## src/rtl/psdi_decim_interp_if.sv

```systemverilog
// Sample-stream bundle between the right-channel lowpass and the decimate/interpolate stage.
interface psdi_decim_interp_if #(
   parameter int unsigned DW = 18
);
   logic                 data_en;
   logic [1:0]           dec_sel;
   logic                 bypass;
   logic signed [DW-1:0] datain;
   logic signed [DW-1:0] dataout;
   logic                 dout_valid;
   logic                 anchor_strobe;

   modport master (
      output data_en, dec_sel, bypass, datain,
      input  dataout, dout_valid, anchor_strobe
   );

   modport slave (
      input  data_en, dec_sel, bypass, datain,
      output dataout, dout_valid, anchor_strobe
   );
endinterface

```

## src/rtl/psdi_decim_interp.sv

```systemverilog
// Keeps one sample in D (D = 1,2,4,8) and rebuilds a full-rate stream by
// linear interpolation between consecutive kept anchors; bypass is a registered pass-through.
module psdi_decim_interp #(
   parameter int unsigned DW    = 18,
   parameter int unsigned MAXSH = 3
) (
   input  logic              clock,
   input  logic              reset,
   psdi_decim_interp_if.slave bus
);
   localparam int unsigned PW = DW + 1 + MAXSH;
   localparam int unsigned SW = 2;

   logic [MAXSH-1:0]     k_q, k_n, k_last;
   logic [SW-1:0]        s_q, s_n;
   logic signed [DW-1:0] prev_q, cur_q, prev_n, cur_n, interp;
   logic signed [PW-1:0] diff, prod, shifted, sum;
   logic                 anchor;

   // Post-update anchors/shift, then prev' + floor(diff*k / 2^s')
   always_comb begin
      anchor = (k_q == '0);
      s_n    = s_q;
      prev_n = prev_q;
      cur_n  = cur_q;
      if (anchor) begin
         s_n    = bus.dec_sel;
         prev_n = cur_q;
         cur_n  = bus.datain;
      end
      diff    = PW'(cur_n) - PW'(prev_n);
      prod    = diff * $signed(PW'({1'b0, k_q}));
      shifted = prod >>> s_n;
      sum     = PW'(prev_n) + shifted;
      interp  = sum[DW-1:0];
      k_last  = MAXSH'((32'd1 << s_n) - 32'd1);
      k_n     = (k_q == k_last) ? '0 : k_q + MAXSH'(1);
   end

   always_ff @(posedge clock or posedge reset) begin
      if (reset) begin
         k_q               <= '0;
         s_q               <= '0;
         prev_q            <= '0;
         cur_q             <= '0;
         bus.dataout       <= '0;
         bus.dout_valid    <= 1'b0;
         bus.anchor_strobe <= 1'b0;
      end else begin
         bus.dout_valid    <= bus.data_en;
         bus.anchor_strobe <= bus.data_en & anchor;
         if (bus.data_en) begin
            k_q         <= k_n;
            s_q         <= s_n;
            prev_q      <= prev_n;
            cur_q       <= cur_n;
            bus.dataout <= bus.bypass ? bus.datain : interp;
         end
      end
   end
endmodule

```

## src/flat_wrapper.sv

```systemverilog
// flat-port wrapper written by rule: the top's interface ports become plain ports
module psdi_decim_interp_flat 
#(
   parameter int unsigned DW    = 18,
   parameter int unsigned MAXSH = 3
)
  (clock, reset, bus_data_en, bus_dec_sel, bus_bypass, bus_datain, bus_dataout, bus_dout_valid, bus_anchor_strobe);
  psdi_decim_interp_if #(.DW(DW)) bus_i ();
  input  logic clock;
  input  logic reset;
  input wire logic [$bits(bus_i.data_en)-1:0] bus_data_en;
  input wire logic [$bits(bus_i.dec_sel)-1:0] bus_dec_sel;
  input wire logic [$bits(bus_i.bypass)-1:0] bus_bypass;
  input wire logic [$bits(bus_i.datain)-1:0] bus_datain;
  output wire logic [$bits(bus_i.dataout)-1:0] bus_dataout;
  output wire logic [$bits(bus_i.dout_valid)-1:0] bus_dout_valid;
  output wire logic [$bits(bus_i.anchor_strobe)-1:0] bus_anchor_strobe;
  assign bus_i.data_en = bus_data_en;
  assign bus_i.dec_sel = bus_dec_sel;
  assign bus_i.bypass = bus_bypass;
  assign bus_i.datain = bus_datain;
  assign bus_dataout = bus_i.dataout;
  assign bus_dout_valid = bus_i.dout_valid;
  assign bus_anchor_strobe = bus_i.anchor_strobe;
  psdi_decim_interp #(.DW(DW), .MAXSH(MAXSH)) u_core (.clock(clock), .reset(reset), .bus(bus_i));
endmodule
```

## config.mk

```make
export PLATFORM = sky130hd
export DESIGN_NAME = psdi_decim_interp_flat
export DESIGN_NICKNAME = d
export VERILOG_FILES = /design/src/rtl/psdi_decim_interp_if.sv /design/src/rtl/psdi_decim_interp.sv /design/src/flat_wrapper.sv
export SDC_FILE = /design/constraint.sdc
export NUM_CORES = 1
export LEC_CHECK = 0
export BUFFER_PORTS_ARGS = -buffer_cell sky130_fd_sc_hd__buf_2
export CELL_PAD_IN_SITES_DETAIL_PLACEMENT = 1
export CELL_PAD_IN_SITES_GLOBAL_PLACEMENT = 1
export CORE_UTILIZATION = 49
export CTS_BUF_LIST = sky130_fd_sc_hd__clkbuf_2
export DETAILED_ROUTE_END_ITERATION = 12
export GPL_TIMING_DRIVEN = 0
export PLACE_DENSITY = 0.87
export SLEW_MARGIN = 10
export SYNTH_ARGS = -nofsm -noshare
export SYNTH_HDL_FRONTEND = slang
export SYNTH_SLANG_ARGS = --single-unit
```

## constraint.sdc

```tcl
create_clock -name clock -period 9.4 [get_ports clock]
set_input_delay 0.94 -clock clock [delete_from_list [all_inputs] [get_ports clock]]
set_output_delay 0.94 -clock clock [all_outputs]
set_load 0.05 [all_outputs]
```

==> flow_metrics.env, run 1 <==
export IMPL_status="completed"
export IMPL_first_iter_violations=246
export IMPL_route_vias_total=6401
export IMPL_final_cell_mix="nand2_1 (104), inv_1 (94), ha_1 (71)"
export IMPL_max_stage_delay_ns=0.53
export IMPL_post_drt_via_cell_ratio=5.894
export IMPL_synth_enable_flop_cells=0
export IMPL_rows=43
export IMPL_cts_hold_fix_buffers=0
export IMPL_gp_congestion=0.8911
export IMPL_critPathKind="reg2reg"
export IMPL_die_x_um=122.0
export IMPL_tightest_slew_ns=0.7834
export IMPL_crit_slowest_cell="fa_1"
export IMPL_die_area_um2=14880
export IMPL_max_freq_mhz=111.2
export IMPL_ys_ff_latch=61
export IMPL_crit_required_ns=9.76
export IMPL_ioPinCount=44
export IMPL_place_hpwl_mm=17.02
export IMPL_grt_max_degree=62
export IMPL_numCtsBuffers=9
export IMPL_cts_tree="done"
export IMPL_syn_inst=846
export IMPL_ctsHtreeMaxLevel=3
export IMPL_period_share=0.9564
export IMPL_synth_fp_nets=962
export IMPL_finalMaxSlewViolations=0
export IMPL_fill_cells=1713
export IMPL_syn_area_um2=7052
export IMPL_crit_fanout=10
export IMPL_clk_latency_ns=0.53
export IMPL_fin_crit_ns=8.990
export IMPL_clkSinkCount=61
export IMPL_grt_setup_unrepaired="false"
export IMPL_hold_violations=0
export IMPL_min_path_type="in2async"
export IMPL_cpLargestDelayFamily="compound AO/OA/AOI/OAI gates"
export IMPL_finalSetupViolCount=0
export IMPL_clockBufferDepth=2
export IMPL_postSynthAreaPerCell_um2=8.335
export IMPL_first_pass_iters=5
export IMPL_final_util=0.5494
export IMPL_start_kind="register"
export IMPL_synth_seq_area_share=0.2165
export IMPL_antenna_left=0
export IMPL_antenna_found_initial=1
export IMPL_cpMostUsedCell="ha_1"
export IMPL_netlist_cell_type_count=67
export IMPL_critPathArrivalTime_ns=9.35
export IMPL_ys_flop_type="dfrtp_1"
export IMPL_syn2layout_area_growth_pct=8.570
export IMPL_cap_violations=0
export IMPL_cp_num_buf_inv=6
export IMPL_placeableCoreArea_um2=13930
export IMPL_fin_skew_ns=0.03871
export IMPL_drive_gt1_frac=0.1481
export IMPL_final_common_cell="nand2_1"
export IMPL_multi_input_area_um2=5046
export IMPL_final_nets=1016
export IMPL_final_area_um2=7656
export IMPL_endpoint_kind="register"
export IMPL_wl_mm=21.62
export IMPL_port_buffers=42
export IMPL_maxSlewHeadroom=0.4777
export IMPL_grt_overflow=0
export IMPL_grt_pass1_vias=6755
export IMPL_regArea_um2=1528
export IMPL_post_drt_wl_per_cell_um=19.91
export IMPL_path_clk_slew_ns=0.22
export IMPL_root_buffer="clkbuf_2"
export IMPL_drcViolationCount=0
export IMPL_die_h_um=122.0
export IMPL_globalRouteTotalUtil=0.3039
export IMPL_dpl_cell_area_um2=7490
export IMPL_grt_pass1_wl_mm=34.53
export IMPL_yosysWarningCount=0
export IMPL_async_reset_ff_frac=1.000
export IMPL_start_util=0.5061
==> timing repair <==
item                                    CTS  global route
gates resized for setup                   8             8
pin swaps                                 0             0
buffers inserted                          1             2
endpoints found under the setup margin    9             7
==> path summary, 6_finish.rpt <==
path / from / slack [ns] / to / depth (start not counted)
max in group asynchronous: reset / 8.33 / u_core.cur_q[10] / 2
min reg2reg: u_core.prev_q[16] / 0.53 / u_core.prev_q[16] / 1
max reg2reg: u_core.k_q[0] / 0.41 / u_core.bus.dataout[16] / 36
min: reset / 0.52 / u_core.cur_q[1] / 2
max: u_core.k_q[0] / 0.41 / u_core.bus.dataout[16] / 36
min in group clock: u_core.prev_q[16] / 0.53 / u_core.prev_q[16] / 1
==> per-layer routing <==
| layer | up-vias | wire, um | GRT usage |
|---|---|---|---|
| met3 | 34 | 940 | 0.04073 |
| met1 | 3187 | 9542 | 0.3771 |
| met2 | 175 | 10700 | 0.5346 |
| li1 | 3005 | - | - |
| met5 | - | 0 | 0 |
| met4 | 0 | 436 | 0.1096 |
==> kinds of logic after synthesis <==
logic type | after synthesis | share of synthesized area
and+or+nand+nor | 257 | 0.1755
xor gates and xnor gates | 49 | 0.06281
AOI/OAI and AO/OA | 176 | 0.1652
muxes | 80 | 0.1228
adders and majority gates | 93 | 0.1859
DFF | 61 | 0.2165
buffers and inverters | 130 | 0.07133
==> cell usage after synthesis (all sizes together), types with 3 or more instances <==
library cell / instances / area, um^2
a211o: 3 / 26.28
a211oi: 6 / 50.05
a21boi: 4 / 30.03
a21o: 15 / 112.6
a21oi: 62 / 317.8
a311oi: 3 / 26.28
a31oi: 9 / 71.32
and2: 37 / 231.5
and3: 7 / 48.80
buf: 7 / 41.29
clkbuf: 26 / 97.59
dfrtp: 61 / 1526
fa: 20 / 400.4
ha: 72 / 900.9
inv: 97 / 364.1
mux2: 42 / 473.0
mux2i: 37 / 370.4
nand2: 104 / 390.4
nand2b: 10 / 70.06
nand3: 11 / 55.05
nor2: 44 / 165.2
nor2b: 20 / 125.1
nor3: 11 / 55.05
nor3b: 4 / 30.03
o211ai: 3 / 22.52
o21a: 7 / 52.55
o21ai: 30 / 153.9
o21bai: 3 / 22.52
o31ai: 6 / 45.04
o41ai: 3 / 26.28
xnor2: 32 / 280.3
xor2: 16 / 140.1
==> flip-flops by register name (all words and copies together) (netlist names) <==
name,flops
u_core.s_q,2
u_core.bus.dataout,18
u_core.bus.dout_valid,1
u_core.k_q,3
u_core.cur_q,18
u_core.bus.anchor_strobe,1
u_core.prev_q,18
==> area by class of cell <==
cell class	instances	area share
inverter	97	0.04788
timing repair buffer	45	0.03040
antenna	1	0.0003269
clock buffer	10	0.006537
sequential	61	0.1995
multi-input combinational	655	0.6591
tap	180	0.02942
clock inverter	6	0.008335
buffer	31	0.01847
==> stage by stage <==
| step | worst slack (ns) | hold slack (ns) | std cells | TNS, ns |
|---|---|---|---|---|
| 5_1_grt | 0.05457 | 0.5330 | 1086 | 0 |
| 3_3_place_gp | -0.7398 | 0.4871 | 1068 | -3.157 |
| 4_1_cts | 0.07660 | 0.5163 | 1084 | 0 |
| 2_1_floorplan | 1.254 | 0.4787 | 846 | 0 |
| 6_report | 0.4101 | 0.5244 | 1086 | 0 |
| 3_5_place_dp | -0.9318 | 0.4957 | 1068 | -4.522 |
Power of run 1 is left out: the tool's default activity adds up to more than one toggle a clock period on the data nets, which glitch-free logic cannot reach.
==> inputs of run 2 (changes only) <==
PLACE_DENSITY = 0.94   (was 0.87)
==> flow_metrics.env, run 2 (synthesis gave the netlist of run 1 again) <==
export IMPL_place_hpwl_mm=18.46
export IMPL_syn2layout_area_growth_pct=8.481
export IMPL_dpl_cell_area_um2=7490
export IMPL_max_stage_delay_ns=0.53
export IMPL_rows=43
export IMPL_drcViolationCount=0
export IMPL_fin_crit_ns=9.039
export IMPL_cap_violations=0
export IMPL_finalSetupViolCount=0
export IMPL_crit_fanout=10
export IMPL_crit_slowest_cell="fa_1"
export IMPL_start_kind="register"
export IMPL_crit_required_ns=9.87
export IMPL_diodes=0
export IMPL_gp_congestion=0.9132
export IMPL_final_nets=1015
export IMPL_globalRouteTotalUtil=0.3431
export IMPL_route_vias_total=6716
export IMPL_start_util=0.5061
export IMPL_post_drt_wl_per_cell_um=22.54
export IMPL_grt_pass1_wl_mm=39.01
export IMPL_grt_max_degree=62
export IMPL_path_clk_slew_ns=0.21
export IMPL_endpoint_kind="register"
export IMPL_die_x_um=122.0
export IMPL_final_common_cell="nand2_1"
export IMPL_wl_mm=24.41
export IMPL_period_share=0.9616
export IMPL_post_drt_via_cell_ratio=6.201
export IMPL_critPathArrivalTime_ns=9.51
export IMPL_cts_tree="done"
export IMPL_first_iter_violations=368
export IMPL_hold_worst_slack_ns=0.5145
export IMPL_ioPinCount=44
export IMPL_clockBufferDepth=2
export IMPL_max_freq_mhz=110.6
export IMPL_grt_setup_unrepaired="false"
export IMPL_final_area_um2=7650
export IMPL_maxSlewHeadroom=0.4118
export IMPL_tightest_slew_ns=0.8822
export IMPL_clk_latency_ns=0.55
export IMPL_min_path_type="in2async"
export IMPL_antenna_left=0
export IMPL_numCtsBuffers=9
export IMPL_die_area_um2=14880
export IMPL_die_h_um=122.0
export IMPL_port_buffers=42
export IMPL_reg_largest_list="u_core.bus.dataout (18), u_core.cur_q (18), u_core.prev_q (18)"
export IMPL_clkSinkCount=61
export IMPL_antenna_found_initial=0
export IMPL_hold_violations=0
export IMPL_ctsHtreeMaxLevel=3
export IMPL_final_cell_mix="nand2_1 (104), inv_1 (94), ha_1 (71)"
export IMPL_root_buffer="clkbuf_2"
export IMPL_fin_skew_ns=0.03207
export IMPL_grt_pass1_vias=7426
export IMPL_drive_gt1_frac=0.1484
export IMPL_critPathKind="reg2reg"
export IMPL_first_pass_iters=5
export IMPL_finalMaxSlewViolations=0
export IMPL_placeableCoreArea_um2=13930
export IMPL_grt_overflow=0
export IMPL_status="completed"
==> run 2: critical path: cells and delay by family, from the launching register on <==
kind	cells	cell delay [ns]
DFF	1	0.49
adders and majority gates	7	2.28
buffers and inverters	7	0.89
xor gates and xnor gates	3	0.64
muxes	2	0.40
AOI/OAI and AO/OA	10	2.79
and+or+nand+nor	10	1.45
==> run 2: metal layers <==
| layer | track usage | share of wire | vias to the layer above |
|---|---|---|---|
| met1 | 0.4022 | 0.40 | 3327 |
| met5 | 0 | 0 | - |
| met3 | 0.06414 | 0.056 | 113 |
| met4 | 0.1821 | 0.046 | 0 |
| li1 | - | - | 2992 |
| met2 | 0.5915 | 0.50 | 284 |
==> run 2: final timing paths <==
kind	from	end	slack [ns]	cells after the start
max reg2reg	u_core.k_q[1]	u_core.bus.dataout[17]	0.36	39
max	u_core.k_q[1]	u_core.bus.dataout[17]	0.36	39
min	reset	u_core.prev_q[7]	0.51	2
max in group asynchronous	reset	u_core.k_q[1]	8.34	2
min reg2reg	u_core.prev_q[2]	u_core.prev_q[2]	0.54	1
min in group clock	bus_data_en	u_core.bus.dout_valid	0.52	1
==> run 2: timing repair <==
item / 4_1_cts / 5_1_grt
pin swaps: 0 / 0
resized for setup: 12 / 8
hold buffers: 0 / 0
endpoints found under the setup margin: 9 / 6
setup buffers: 0 / 2
==> run 2: metrics by stage <==
stage / util / setup slack, ns / instances / setup TNS [ns]
after global placement: 0.5373 / -0.6184 / 1068 / -1.808
after global routing: 0.5490 / 0.007991 / 1083 / 0
final: 0.5490 / 0.3611 / 1083 / 0
after floorplan: - / 1.254 / 846 / 0
after detailed placement: 0.5375 / -0.9864 / 1068 / -4.644
after CTS: 0.5464 / 0.06094 / 1081 / 0
==> run 2: area by class of cell <==
class                      count  area (um^2)
buffer                        31        141.4
tap                          180        225.2
inverter                      97        369.1
timing repair buffer          44        225.2
sequential                    61         1528
multi-input combinational    655         5059
clock inverter                 5        52.55
clock buffer                  10        50.05
fill                        1687         6285
Power of run 2 is left out for the same reason.
==> inputs of run 3 (changes only) <==
CORE_MARGIN = 2   (was unset)
clock period = 8.4 ns   (was 9.4 ns; I/O delays follow)
==> flow_metrics.env, run 3 (synthesis gave the netlist of run 1 again) <==
export IMPL_status="complete, but fails checks"
export IMPL_violations="negative setup slack"
export IMPL_drcViolationCount=0
export IMPL_regArea_um2=1528
export IMPL_reg2reg_from="u_core.k_q[1]"
export IMPL_finalMaxSlewViolations=0
export IMPL_drive_gt1_frac=0.2188
export IMPL_max_freq_mhz=111.3
export IMPL_setup_ws_ns=-0.5858
export IMPL_final_cell_mix="nand2_1 (100), inv_1 (94), ha_1 (65)"
export IMPL_critPathArrivalTime_ns=9.44
export IMPL_ctsHtreeMaxLevel=3
export IMPL_root_buffer="clkbuf_2"
export IMPL_fill_cells=1655
export IMPL_route_vias_total=7740
export IMPL_ioPinCount=44
export IMPL_max_stage_delay_ns=0.53
export IMPL_crit_slowest_cell="fa_1"
export IMPL_placeableCoreArea_um2=13990
export IMPL_setup_tns_ns=-3.109
export IMPL_hold_worst_slack_ns=0.3670
export IMPL_clk_latency_ns=0.61
export IMPL_endpoint_kind="register"
export IMPL_grt_pass1_vias=7354
export IMPL_cap_violations=0
export IMPL_reg_largest_list="u_core.bus.dataout (18), u_core.cur_q (18), u_core.prev_q (18)"
export IMPL_antenna_found_initial=1
export IMPL_clkSinkCount=61
export IMPL_post_drt_via_cell_ratio=6.979
export IMPL_period_share=1.070
export IMPL_final_nets=1039
export IMPL_grt_pass1_wl_mm=39.43
export IMPL_fin_skew_ns=0.04979
export IMPL_min_path_type="in2async"
export IMPL_critPathKind="reg2reg"
export IMPL_crit_fanout=10
export IMPL_port_buffers=42
export IMPL_multi_input_area_um2=5321
export IMPL_cts_tree="done"
export IMPL_first_iter_violations=880
export IMPL_wl_mm=32.32
export IMPL_die_x_um=124.0
export IMPL_numCtsBuffers=9
export IMPL_grt_overflow=0
export IMPL_final_util=0.5829
export IMPL_gp_congestion=0.9226
export IMPL_tightest_slew_ns=1.197
export IMPL_globalRouteTotalUtil=0.3388
export IMPL_path_clk_slew_ns=0.26
export IMPL_hold_violations=0
export IMPL_post_drt_wl_per_cell_um=29.15
export IMPL_die_area_um2=15370
export IMPL_die_h_um=124.0
export IMPL_syn2layout_area_growth_pct=15.63
export IMPL_start_kind="register"
export IMPL_maxSlewHeadroom=0.1968
export IMPL_rows=43
export IMPL_place_hpwl_mm=17.52
export IMPL_antenna_left=0
export IMPL_crit_start="u_core.k_q[1]"
export IMPL_crit_required_ns=8.85
export IMPL_post_place_ws_ns=-1.953
export IMPL_finalSetupViolCount=9
export IMPL_grt_max_degree=62
export IMPL_clockBufferDepth=2
export IMPL_final_common_cell="nand2_1"
export IMPL_first_pass_iters=7
export IMPL_start_util=0.5041
export IMPL_fin_crit_ns=8.986
[run 3: layout make-up]
type | count | share of cell area
Antenna cell | 1 | 0.0003069
Buffer | 31 | 0.02271
Clock buffer | 10 | 0.006138
Clock inverter | 6 | 0.007826
Inverter | 97 | 0.04573
Multi-Input combinational cell | 655 | 0.6526
Sequential cell | 61 | 0.1874
Tap cell | 180 | 0.02762
Timing Repair Buffer | 68 | 0.04972
[run 3: final timing paths]
check | endpoint | slack, ns | depth (start not counted)
hold / removal | u_core.prev_q[10] | 0.37 | 2
min in group clock | u_core.bus.dout_valid | 0.38 | 1
hold reg to reg | u_core.prev_q[15] | 0.55 | 1
setup reg to reg | u_core.bus.dataout[13] | -0.59 | 41
setup / recovery | u_core.bus.dataout[13] | -0.59 | 41
max in group asynchronous | u_core.prev_q[13] | 7.48 | 2
[run 3: layer usage]
| layer | GRT usage | routed length (um) |
|---|---|---|
| met1 | 0.4024 | 11480 |
| met2 | 0.5852 | 14690 |
| met3 | 0.05861 | 3136 |
| met4 | 0.1784 | 3019 |
| met5 | 0 | 0 |
[run 3: critical path: cells and delay by family (launching register included)]
kind,cells,cell delay (ns)
compound gates,16,3.17
xor+xnor,3,0.66
fa+ha+maj,6,2.11
buf+inv,6,0.75
flops,1,0.49
mux,2,0.40
simple gates,8,1.22
[run 3: what timing repair did]
item                       CTS  global route
pin swaps                    2            17
resized for setup           38            53
cloned                       0             0
hold buffers                 0             0
setup buffers                7            19
setup endpoints to repair   14             9
[run 3: metrics by stage]
step / cell area, um^2 / cells
floorplan: 7052 / 846
detailed placement: 7490 / 1068
global route: 8154 / 1109
finish: 8154 / 1109
CTS: 7776 / 1090
global placement: 7487 / 1068
Power of run 3 is left out for the same reason.
